===== src/rtl/mmio_uart_tx_pkg.sv =====
// Shared definitions for the memory-mapped UART transmitter: register offsets,
// STATUS bit positions and serialiser state encodings.
package mmio_uart_tx_pkg;

    localparam logic [3:0] REG_TXDATA  = 4'h0;
    localparam logic [3:0] REG_STATUS  = 4'h4;
    localparam logic [3:0] REG_DIVISOR = 4'h8;

    localparam int STATUS_FULL   = 0;
    localparam int STATUS_EMPTY  = 1;
    localparam int STATUS_BUSY   = 2;
    localparam int STATUS_PARITY = 3;

    typedef enum logic [2:0] {
        TX_IDLE   = 3'd0,
        TX_START  = 3'd1,
        TX_DATA   = 3'd2,
        TX_PARITY = 3'd3,
        TX_STOP   = 3'd4
    } txState_t;

    // funct3 codes 011, 110 and 111 have no load/store meaning on this bus
    function automatic logic isReservedFunct3(input logic [2:0] funct3);
        return (funct3 == 3'b011) || (funct3 == 3'b110) || (funct3 == 3'b111);
    endfunction

endpackage


===== src/rtl/uart_tx_fifo.sv =====
// Synchronous FIFO for the UART transmitter; a push into a full FIFO is
// accepted when a pop frees a slot in the same cycle.
module uart_tx_fifo #(
    parameter int DEPTH = 8,
    parameter int WIDTH = 8
) (
    input  logic             i_clk,
    input  logic             i_resetN,
    input  logic             i_push,
    input  logic [WIDTH-1:0] i_pushData,
    input  logic             i_pop,
    output logic [WIDTH-1:0] o_popData,
    output logic             o_full,
    output logic             o_empty
);

    localparam int AW = $clog2(DEPTH);
    localparam int CW = AW + 1;

    logic [WIDTH-1:0] r_mem [DEPTH];
    logic [AW-1:0]    r_wrPtr;
    logic [AW-1:0]    r_rdPtr;
    logic [CW-1:0]    r_count;
    logic             w_doPush;
    logic             w_doPop;

    assign o_full    = (r_count == CW'(DEPTH));
    assign o_empty   = (r_count == '0);
    assign w_doPop   = i_pop && !o_empty;
    assign w_doPush  = i_push && (!o_full || w_doPop);
    assign o_popData = r_mem[r_rdPtr];

    always_ff @(posedge i_clk) begin
        if (w_doPush) begin
            r_mem[r_wrPtr] <= i_pushData;
        end
    end

    // Pointers wrap naturally because DEPTH is a power of two
    always_ff @(posedge i_clk or negedge i_resetN) begin
        if (!i_resetN) begin
            r_wrPtr <= '0;
            r_rdPtr <= '0;
            r_count <= '0;
        end else begin
            if (w_doPush) begin
                r_wrPtr <= r_wrPtr + AW'(1);
            end
            if (w_doPop) begin
                r_rdPtr <= r_rdPtr + AW'(1);
            end
            case ({w_doPush, w_doPop})
                2'b10:   r_count <= r_count + CW'(1);
                2'b01:   r_count <= r_count - CW'(1);
                default: r_count <= r_count;
            endcase
        end
    end

endmodule


===== src/rtl/mmio_uart_tx.sv =====
// Memory-mapped UART transmitter: bus decode, stall handshake and bit serialiser.
// Define UART_TX_PARITY_EN to append an even-parity bit after the data bits.
module mmio_uart_tx
    import mmio_uart_tx_pkg::*;
#(
    parameter logic [31:0] BASE_ADDRESS    = 32'h0000_1000,
    parameter int          FIFO_DEPTH      = 8,
    parameter logic [15:0] DEFAULT_DIVISOR = 16'd104
) (
    input  logic        clk,
    input  logic        reset_n,
    input  logic        req_valid,
    input  logic        req_is_store,
    input  logic [31:0] req_address,
    input  logic [2:0]  req_subfunction,
    input  logic [31:0] req_write_data,
    output logic        stall,
    output logic [31:0] read_data,
    output logic        decoding_error,
    output logic        tx_line,
    output logic        tx_busy
);

`ifdef UART_TX_PARITY_EN
    localparam logic PARITY_PRESENT = 1'b1;
`else
    localparam logic PARITY_PRESENT = 1'b0;
`endif

    txState_t    r_state;
    txState_t    w_nextState;
    logic [15:0] r_bitCount;
    logic [2:0]  r_bitIndex;
    logic [7:0]  r_txByte;
    logic [15:0] r_divisor;
    logic        r_loadDone;
    logic [31:0] r_readData;

    logic [3:0]  w_offset;
    logic        w_mapped;
    logic        w_legal;
    logic        w_regLoad;
    logic        w_txStore;
    logic        w_divStore;
    logic        w_push;
    logic        w_pop;
    logic        w_bitEnd;
    logic        w_fifoFull;
    logic        w_fifoEmpty;
    logic [7:0]  w_fifoData;
    logic [31:0] w_readValue;
    logic        w_unused;

    assign w_offset   = req_address[3:0];
    assign w_mapped   = req_valid && (req_address[31:4] == BASE_ADDRESS[31:4]);
    assign w_legal    = w_mapped && !isReservedFunct3(req_subfunction);
    assign w_regLoad  = w_legal && !req_is_store &&
                        ((w_offset == REG_TXDATA) || (w_offset == REG_STATUS) ||
                         (w_offset == REG_DIVISOR));
    assign w_txStore  = w_legal && req_is_store && (w_offset == REG_TXDATA);
    assign w_divStore = w_legal && req_is_store && (w_offset == REG_DIVISOR);
    assign w_push     = w_txStore && (!w_fifoFull || w_pop);
    assign w_unused   = &{1'b0, req_write_data[31:16]};

    assign stall          = (w_regLoad && !r_loadDone) || (w_txStore && !w_push);
    assign decoding_error = w_mapped && isReservedFunct3(req_subfunction);
    assign read_data      = r_loadDone ? r_readData : 32'd0;

    uart_tx_fifo #(
        .DEPTH(FIFO_DEPTH),
        .WIDTH(8)
    ) u_fifo (
        .i_clk      (clk),
        .i_resetN   (reset_n),
        .i_push     (w_push),
        .i_pushData (req_write_data[7:0]),
        .i_pop      (w_pop),
        .o_popData  (w_fifoData),
        .o_full     (w_fifoFull),
        .o_empty    (w_fifoEmpty)
    );

    always_comb begin
        w_readValue = 32'd0;
        case (w_offset)
            REG_STATUS: begin
                w_readValue[STATUS_FULL]   = w_fifoFull;
                w_readValue[STATUS_EMPTY]  = w_fifoEmpty;
                w_readValue[STATUS_BUSY]   = tx_busy;
                w_readValue[STATUS_PARITY] = PARITY_PRESENT;
            end
            REG_DIVISOR: w_readValue = {16'd0, r_divisor};
            default:     w_readValue = 32'd0;
        endcase
    end

    // A register load stalls once and completes the next cycle from r_readData
    always_ff @(posedge clk or negedge reset_n) begin
        if (!reset_n) begin
            r_loadDone <= 1'b0;
            r_readData <= 32'd0;
            r_divisor  <= DEFAULT_DIVISOR;
        end else begin
            r_loadDone <= w_regLoad && !r_loadDone;
            if (w_regLoad && !r_loadDone) begin
                r_readData <= w_readValue;
            end
            if (w_divStore) begin
                r_divisor <= (req_write_data[15:0] == 16'd0) ? 16'd1 : req_write_data[15:0];
            end
        end
    end

    always_ff @(posedge clk or negedge reset_n) begin
        if (!reset_n) begin
            r_state <= TX_IDLE;
        end else begin
            r_state <= w_nextState;
        end
    end

    assign w_bitEnd = (r_bitCount == 16'd0);

    always_comb begin
        w_nextState = r_state;
        w_pop       = 1'b0;
        case (r_state)
            TX_IDLE: begin
                if (!w_fifoEmpty) begin
                    w_nextState = TX_START;
                    w_pop       = 1'b1;
                end
            end
            TX_START: begin
                if (w_bitEnd) begin
                    w_nextState = TX_DATA;
                end
            end
            TX_DATA: begin
                if (w_bitEnd && (r_bitIndex == 3'd7)) begin
`ifdef UART_TX_PARITY_EN
                    w_nextState = TX_PARITY;
`else
                    w_nextState = TX_STOP;
`endif
                end
            end
            TX_PARITY: begin
                if (w_bitEnd) begin
                    w_nextState = TX_STOP;
                end
            end
            TX_STOP: begin
                if (w_bitEnd) begin
                    if (!w_fifoEmpty) begin
                        w_nextState = TX_START;
                        w_pop       = 1'b1;
                    end else begin
                        w_nextState = TX_IDLE;
                    end
                end
            end
            default: w_nextState = TX_IDLE;
        endcase
    end

    // Reload at every bit boundary so a new divisor applies from the next bit
    always_ff @(posedge clk or negedge reset_n) begin
        if (!reset_n) begin
            r_bitCount <= 16'd0;
            r_bitIndex <= 3'd0;
            r_txByte   <= 8'd0;
        end else begin
            if (w_pop) begin
                r_txByte <= w_fifoData;
            end
            if (w_pop || ((r_state != TX_IDLE) && w_bitEnd)) begin
                r_bitCount <= r_divisor - 16'd1;
            end else if (r_state != TX_IDLE) begin
                r_bitCount <= r_bitCount - 16'd1;
            end
            if ((r_state == TX_DATA) && w_bitEnd) begin
                r_bitIndex <= r_bitIndex + 3'd1;
            end
        end
    end

    always_comb begin
        tx_line = 1'b1;
        tx_busy = (r_state != TX_IDLE) || !w_fifoEmpty;
        case (r_state)
            TX_START:  tx_line = 1'b0;
            TX_DATA:   tx_line = r_txByte[r_bitIndex];
            TX_PARITY: tx_line = ^r_txByte;
            default:   tx_line = 1'b1;
        endcase
    end

endmodule


===== config.mk =====
export PLATFORM = sky130hd
export DESIGN_NAME = mmio_uart_tx
export DESIGN_NICKNAME = d
export VERILOG_FILES = /design/src/rtl/mmio_uart_tx_pkg.sv /design/src/rtl/uart_tx_fifo.sv /design/src/rtl/mmio_uart_tx.sv
export SDC_FILE = /design/constraint.sdc
export NUM_CORES = 1
export LEC_CHECK = 0
export CORE_MARGIN = 2
export CORE_UTILIZATION = 45
export CTS_BUF_LIST = sky130_fd_sc_hd__clkbuf_4 sky130_fd_sc_hd__clkbuf_8 sky130_fd_sc_hd__clkbuf_16
export DETAILED_ROUTE_END_ITERATION = 8
export HOLD_SLACK_MARGIN = 0.1
export PLACE_DENSITY = 0.69
export SKIP_CTS_REPAIR_TIMING = 1
export SLEW_MARGIN = 20
export SYNTH_ARGS = -nofsm -noshare
export SYNTH_HDL_FRONTEND = slang
export SYNTH_SLANG_ARGS = --single-unit

===== constraint.sdc =====
create_clock -name clk -period 6.1 [get_ports clk]
set_clock_uncertainty 0.05 [all_clocks]
set_input_delay 0.61 -clock clk [delete_from_list [all_inputs] [get_ports clk]]
set_output_delay 0.61 -clock clk [all_outputs]
set_load 0.05 [all_outputs]

After elaboration in Yosys (flattened, before gate mapping)
Memory sizes are Yosys's and may differ from the RTL's. A register that Yosys moved wholly into a read port is not among the register bits.
Index checks and enable logic that the tools add are counted.
Widths: inputs -> output; s select.
{ "word_totals": {"wordCells": 101, "ramBits": 64, "inputBits": 71, "reg_bits": 81, "memories": 1, "output_inout_bits": 36} }
{ "classes": {"n_lt_le_gt_ge": 1, "reduce_logical": 42, "mux": 22, "n_eq_ne": 19, "n_addsub": 7} }
{ "mem_list": {"columns": ["memory", "depth", "word_bits", "rd", "rd_clocked_by_memory_dff", "write_ports", "line_no", "text"], "rows": [
  ["u_fifo.r_mem", 8, 8, 1, 1, 1, "uart_tx_fifo.sv:20", "logic [WIDTH-1:0] r_mem [DEPTH];"]
]} }
{ "ops": {"columns": ["cell", "count"], "rows": [
  ["$mux 16", 3],
  ["$logic_not 16->1", 2],
  ["$mux 32", 1],
  ["$sub 16x1->16 const B", 2],
  ["$eq 28x9->1 const B", 1],
  ["$logic_and 1x1->1", 16],
  ["$pmux 4 s2", 2],
  ["$mux 3", 5],
  ["$pmux 3 s5", 1],
  ["$eq 3x3->1 const B", 4],
  ["$mux 12", 1],
  ["$ne 2x2->1 const B", 5],
  ["$add 3x1->3 const B", 3],
  ["$eq 3x2->1 const B", 3],
  ["$logic_or 1x1->1", 9],
  ["$eq 4x4->1 const B", 2],
  ["$logic_not 4->1", 2],
  ["$reduce_xor 8->1", 1],
  ["$logic_not 1->1", 7],
  ["$mux 1", 6],
  ["$reduce_and 5->1", 1],
  ["$add 4x1->4 const B", 1],
  ["$eq 4x3->1 const B", 1],
  ["$lt 3x4->1 const B", 1],
  ["10 further kinds", 11]
]} }

Depth between registers and ports, before layout
{ "logic_depth": {"ltp_word": 11, "mapped_depth": 15, "mapped_depth_nobuf": 13} }

By module
A second synthesis with hierarchy kept.
{ "hier_totals": {"hier_cells": 561, "hier_area_um2": 6970.4} }
{ "by_module_without_submodules": {"columns": ["mod", "area_per_inst_um2", "instances", "cells_each"], "rows": [
  ["mmio_uart_tx", 3857.4, 1, 399],
  ["uart_tx_fifo", 3113.0, 1, 162]
]} }

Worst setup path before layout
OpenSTA, ideal clock, no wires.
{ "synth_timing": {"path_type": "reg2reg", "startpoint": "register r_bitCount[7]", "endpoint": "register r_bitCount[12]", "period_less_slack_ns": 3.661, "arrival_ns": 3.473, "setup_slack_ns": 2.439, "path_stages_with_launch": 14, "setup_ns": 0.139, "path_cell_list": "dfrtp_1 > buf_6 > or4_4 > nor4_4 > a21oi_2 > buf_6 > mux2i_1 > ha_1 > or4b_1 > nand3b_1 > nor3_1 > mux2i_1 > a2111oi_1 > a211oi_1"} }
{ "synth_between": {"elab_chain_cells": 5, "elab_cells_between_ends": 9, "cone_classes": "add/sub: 1; mux: 4; reduce/logical: 4"} }
{ "synth_rtl": {"columns": ["item", "line_no", "text"], "rows": [
  ["start: declaration", "mmio_uart_tx.sv:32", "logic [15:0] r_bitCount;"],
  ["start signal: assignment", "mmio_uart_tx.sv:178", "r_bitCount <= r_divisor - 16'd1;"],
  ["start signal: assignment", "mmio_uart_tx.sv:180", "r_bitCount <= r_bitCount - 16'd1;"],
  ["branches (longest 5 deep; another with $sub 16x1->16)", null, null]
]} }
Parallel ways; which one is timed is not known. The select of a mux whose other input is x is not followed.
A chain may end at the register's enable or synchronous reset.

Final worst setup path
{ "layout_timing": {"startpoint": "register r_bitCount[4]", "endpoint": "register u_fifo.r_count[2]"} }
{ "layout_between": {"elab_chain_cells": 8, "elab_cells_between_ends": 12, "cone_classes": "eq/ne: 2; mux: 3; reduce/logical: 7"} }
{ "layout_rtl": {"columns": ["item", "line_no", "text"], "rows": [
  ["$logic_not 16->1 (*)", "mmio_uart_tx.sv:122", "assign w_bitEnd = (r_bitCount == 16'd0);"],
  ["$mux 1 (*)", "mmio_uart_tx.sv:154", "if (w_bitEnd) begin"],
  ["$pmux 1 s2 (*)", "mmio_uart_tx.sv:127", "case (r_state)"],
  ["$logic_or 1x1->1 or $logic_and 1x1->1 (tied branches)", "mmio_uart_tx.sv:62, uart_tx_fifo.sv:29", null],
  ["$logic_and 1x1->1 or $logic_or 1x1->1 (tied branches)", "mmio_uart_tx.sv:62, uart_tx_fifo.sv:30", null],
  ["$logic_and 1x1->1", "uart_tx_fifo.sv:30", "assign w_doPush = i_push && (!o_full || w_doPop);"],
  ["$eq 2x1->1 or $eq 2x2->1 (tied branches)", "uart_tx_fifo.sv:52", "case ({w_doPush, w_doPop})"],
  ["$pmux 4 s2 or $reduce_bool 2->1 (tied branches)", null, null],
  ["end signal: assignment", "uart_tx_fifo.sv:53", "2'b10: r_count <= r_count + CW'(1);"],
  ["end signal: assignment", "uart_tx_fifo.sv:54", "2'b01: r_count <= r_count - CW'(1);"],
  ["end signal: assignment", "uart_tx_fifo.sv:55", "default: r_count <= r_count;"],
  ["end: declaration", "uart_tx_fifo.sv:23", "logic [CW-1:0] r_count;"]
]} }
Every way passes the cells marked *; elsewhere a longest branch is shown, timed or not.

==> reports/results.ini <==
[timing]
fin_tns_setup_ps=0
tightest_slew_ps=1030
setup_violations=0
maxSlewViolCount=0
final_hold_viol_count=0
post-route-period-util_pct=66.9
period_needed_ps=4080
slew_headroom_pct=31.6
grt_setup_unrepaired=false
fmax_ghz=0.245

[pwr]
p_switching_w=0.000504
p_comb_share_pct=8.0
clockPowerShare_pct=47.5
vdd_drop_max_mv=0.175
sequentialPowerShare_pct=44.6
swShare_pct=22.1
power_density_nw_per_um2=275
internal-power_w=0.00178
p_leak_nw=3.33

[floorplan]
io_pins=107
die_w_um=127
rows=45
die_area_um2=16200
start_util_pct=45.4
die_y_um=127
core_area_um2=15000

[worst_setup_path]
crit_fanout=22
critPathRequiredTime_ps=6350
critPathArrivalTime_ps=4330
slowest_delay_ps=730
crit_chain=nor4_1 > nand2_1 > o21ai_1 > nand2_1 > a21oi_1 > inv_1 > ha_1 > xor2_1 > ha_1 > a21oi_1 > xor2_1 > nor2_1 > xor2_1
crit_type=register to register
cpMaxStageDelayCell=a21oi_1
cp-start-kind=register
path_common_cell=xor2_1
crit_path_end_kind=register

[outcome]
status=finished clean

[routing]
drc_errors=0
drt_wl_total_mm=15.2
vias=4892
drt_iter0_drc=431
via_per_inst=5.81
drt-wirelength-per-cell_um=18.0
drt_first_pass_iters=5
antenna_left=0

[global_route]
grt_pass1_vias=4911
antenna_found_initial=0
grt.overflow.total=0
grt_pass1_wl_mm=24.6
grt_max_degree=74
grt_usage_pct=19.8

[yosys]
synth_top_flop_cell=dfrtp_1
synthArstFlopShare_pct=53.3
synthCells=569
yosysWarnings=0
synth_edf_count=64
synth_cell_types=75
synth_area_um2=6830
yosysSeqAreaShare_pct=55.0
ys_ff_latch=137
syn_avg_cell_area_um2=12.0

[layout]
num_antenna_cells=0
stdcell_count=842
fillers=1214
drive_above_1_share_pct=13.3
area_delta_synth_final_pct=21.3
fin_nets=720

[placement]
dp_cells=810
port-buffer-count=74
gp_congestion=0.882
dp_hpwl_mm=10.4

[clock_network]
cts_root_buf=clkbuf_16
cts_inserted_buffers=17
htreeDepth=4
clkSinkCount=137
clk_latency_ps=420
clk_pin_slew_worst_paths_ps=60
cts_buffer_depth=2
cts_tree=done

[flow_run]
cap_violations=0

[hold_path]
hold_class=input pin to async pin

## area by class of cell
type                            count  area [um2]  share of cell area, %
Sequential cell                   137        3750                   45.3
Timing Repair Buffer               80         781                   9.43
Multi-Input combinational cell    399        2860                   34.6
Tap cell                          188         235                   2.84
Clock buffer                       18         433                   5.23
Clock inverter                     14         194                   2.34
Inverter                            6        22.5                  0.272
## critical path, delay by kind of cell, from the launching register on
kind	cells	cell delay (ps)
flops	1	460
buf+inv	1	140
compound gates	3	1110
fa+ha+maj	2	470
xor+xnor	3	480
simple gates	4	1250
## power groups by stage
stage          Combinational [W]  Sequential (W)  Clock [W]
6_report                0.000182         0.00102    0.00108
5_1_grt                 0.000200         0.00102    0.00114
4_1_cts                 0.000184         0.00102    0.00110
3_5_place_dp            0.000183         0.00103          0
3_3_place_gp            0.000180         0.00103          0
2_1_floorplan           0.000126         0.00103          0
## cell families (layout without fill, tap and decap cells)
| group | after synthesis | count (layout) | share of synthesized area, % |
|---|---|---|---|
| buffers and inverters | 48 | 118 | 3.90 |
| adders and majority gates | 8 | 8 | 1.47 |
| muxes | 51 | 51 | 11.1 |
| AOI/OAI and AO/OA | 90 | 90 | 8.82 |
| xor gates and xnor gates | 21 | 21 | 2.69 |
| other | 1 | 16 | 0.0549 |
| and+or+nand+nor | 213 | 213 | 16.9 |
| DFF | 137 | 137 | 55.0 |
## per-layer routing
metal / wire length (um) / global-route usage [%] / part of all wire [%]
met1: 6660 / 25.6 / 44
met3: 759 / 4.36 / 5.0
met2: 7460 / 32.7 / 49
met4: 300 / 7.82 / 2.0
met5: 0 / 0 / 0
## per-stage QoR
| step | setup WS [ps] | total power, W | cell area, um2 | util (%) | hold slack [ps] |
|---|---|---|---|---|---|
| floorplan | 2440 | 0.00115 | 6880 | - | 264 |
| global placement | 2180 | 0.00121 | 7650 | 50.9 | 395 |
| detailed placement | 2080 | 0.00122 | 7650 | 50.9 | 402 |
| CTS | 2080 | 0.00230 | 8280 | 55.1 | 390 |
| global route | 1630 | 0.00236 | 8280 | 55.1 | 449 |
| finish | 2020 | 0.00228 | 8280 | 55.1 | 350 |
## path summary, 6_finish.rpt
check	start	to	slack [ps]	cells after the start
min in group clk	r_readData[5]$_DFFE_PN0P_	r_readData[5]$_DFFE_PN0P_	410	2
max	r_bitCount[4]$_DFFE_PN0P_	u_fifo.r_count[2]$_DFFE_PN0P_	2020	13
max reg2reg	r_bitCount[4]$_DFFE_PN0P_	u_fifo.r_count[2]$_DFFE_PN0P_	2020	13
max in group asynchronous	reset_n	u_fifo.r_rdPtr[0]$_DFFE_PN0P_	4960	2
min	reset_n	r_readData[12]$_DFFE_PN0P_	350	2
min reg2reg	r_readData[5]$_DFFE_PN0P_	r_readData[5]$_DFFE_PN0P_	410	2
## Yosys cell counts, types with 3 or more instances
master,n,share of area (%)
a211oi_1,3,0.33
edfxtp_1,64,28
inv_1,3,0.16
o22ai_1,3,0.28
mux4_2,18,5.9
o32ai_1,3,0.39
a22oi_1,3,0.33
xor2_1,9,1.2
ha_1,8,1.5
nor4_1,16,1.5
nand3b_1,7,0.77
dfstp_2,3,1.2
mux2_1,12,2.0
xnor2_1,12,1.5
inv_2,3,0.16
mux2_2,8,1.3
o21ai_0,24,1.8
buf_2,9,0.66
nand3_1,23,1.7
a221oi_1,4,0.51
clkbuf_1,13,0.71
and3_1,3,0.28
dfrtp_1,70,26
and4b_1,3,0.44
nand4_1,6,0.55
nor3_1,14,1.0
a32o_1,3,0.44
mux2i_1,13,1.9
o21ai_1,6,0.44
nor2_1,29,1.6
and2_1,17,1.6
nor4b_1,4,0.51
nand2_1,66,3.6
or3_1,5,0.46
a21oi_1,17,1.2
buf_4,16,1.8
## layout by cell type (no fill, tap or decap), types with 4 or more instances in the layout
master / count
nor2_1: 29
mux2_2: 8
buf_4: 6
xor2_1: 9
and2_1: 17
bufinv_16: 4
nand3_1: 23
o21ai_0: 24
nand4_1: 6
o21ai_1: 6
a21oi_1: 17
or3_1: 5
nand3b_1: 7
nor4_1: 16
mux4_2: 18
a221oi_1: 4
xnor2_1: 12
edfxtp_1: 64
nor3_1: 14
nand2_1: 66
mux2_1: 12
ha_1: 8
conb_1: 16
mux2i_1: 13
dfrtp_1: 69
clkdlybuf4s50_1: 73
clkinvlp_4: 4
clkbuf_16: 17
nor4b_1: 4
## flip-flops by register name, summed over array words and instances (netlist names)
name	cells
u_fifo.r_rdPtr	3
r_txByte	8
u_fifo.r_mem	64
r_state	3
r_bitIndex	3
r_bitCount	16
r_readData	16
u_fifo.r_count	4
u_fifo.r_wrPtr	3
r_loadDone	1
r_divisor	16
(Power assumes the default switching activity.)
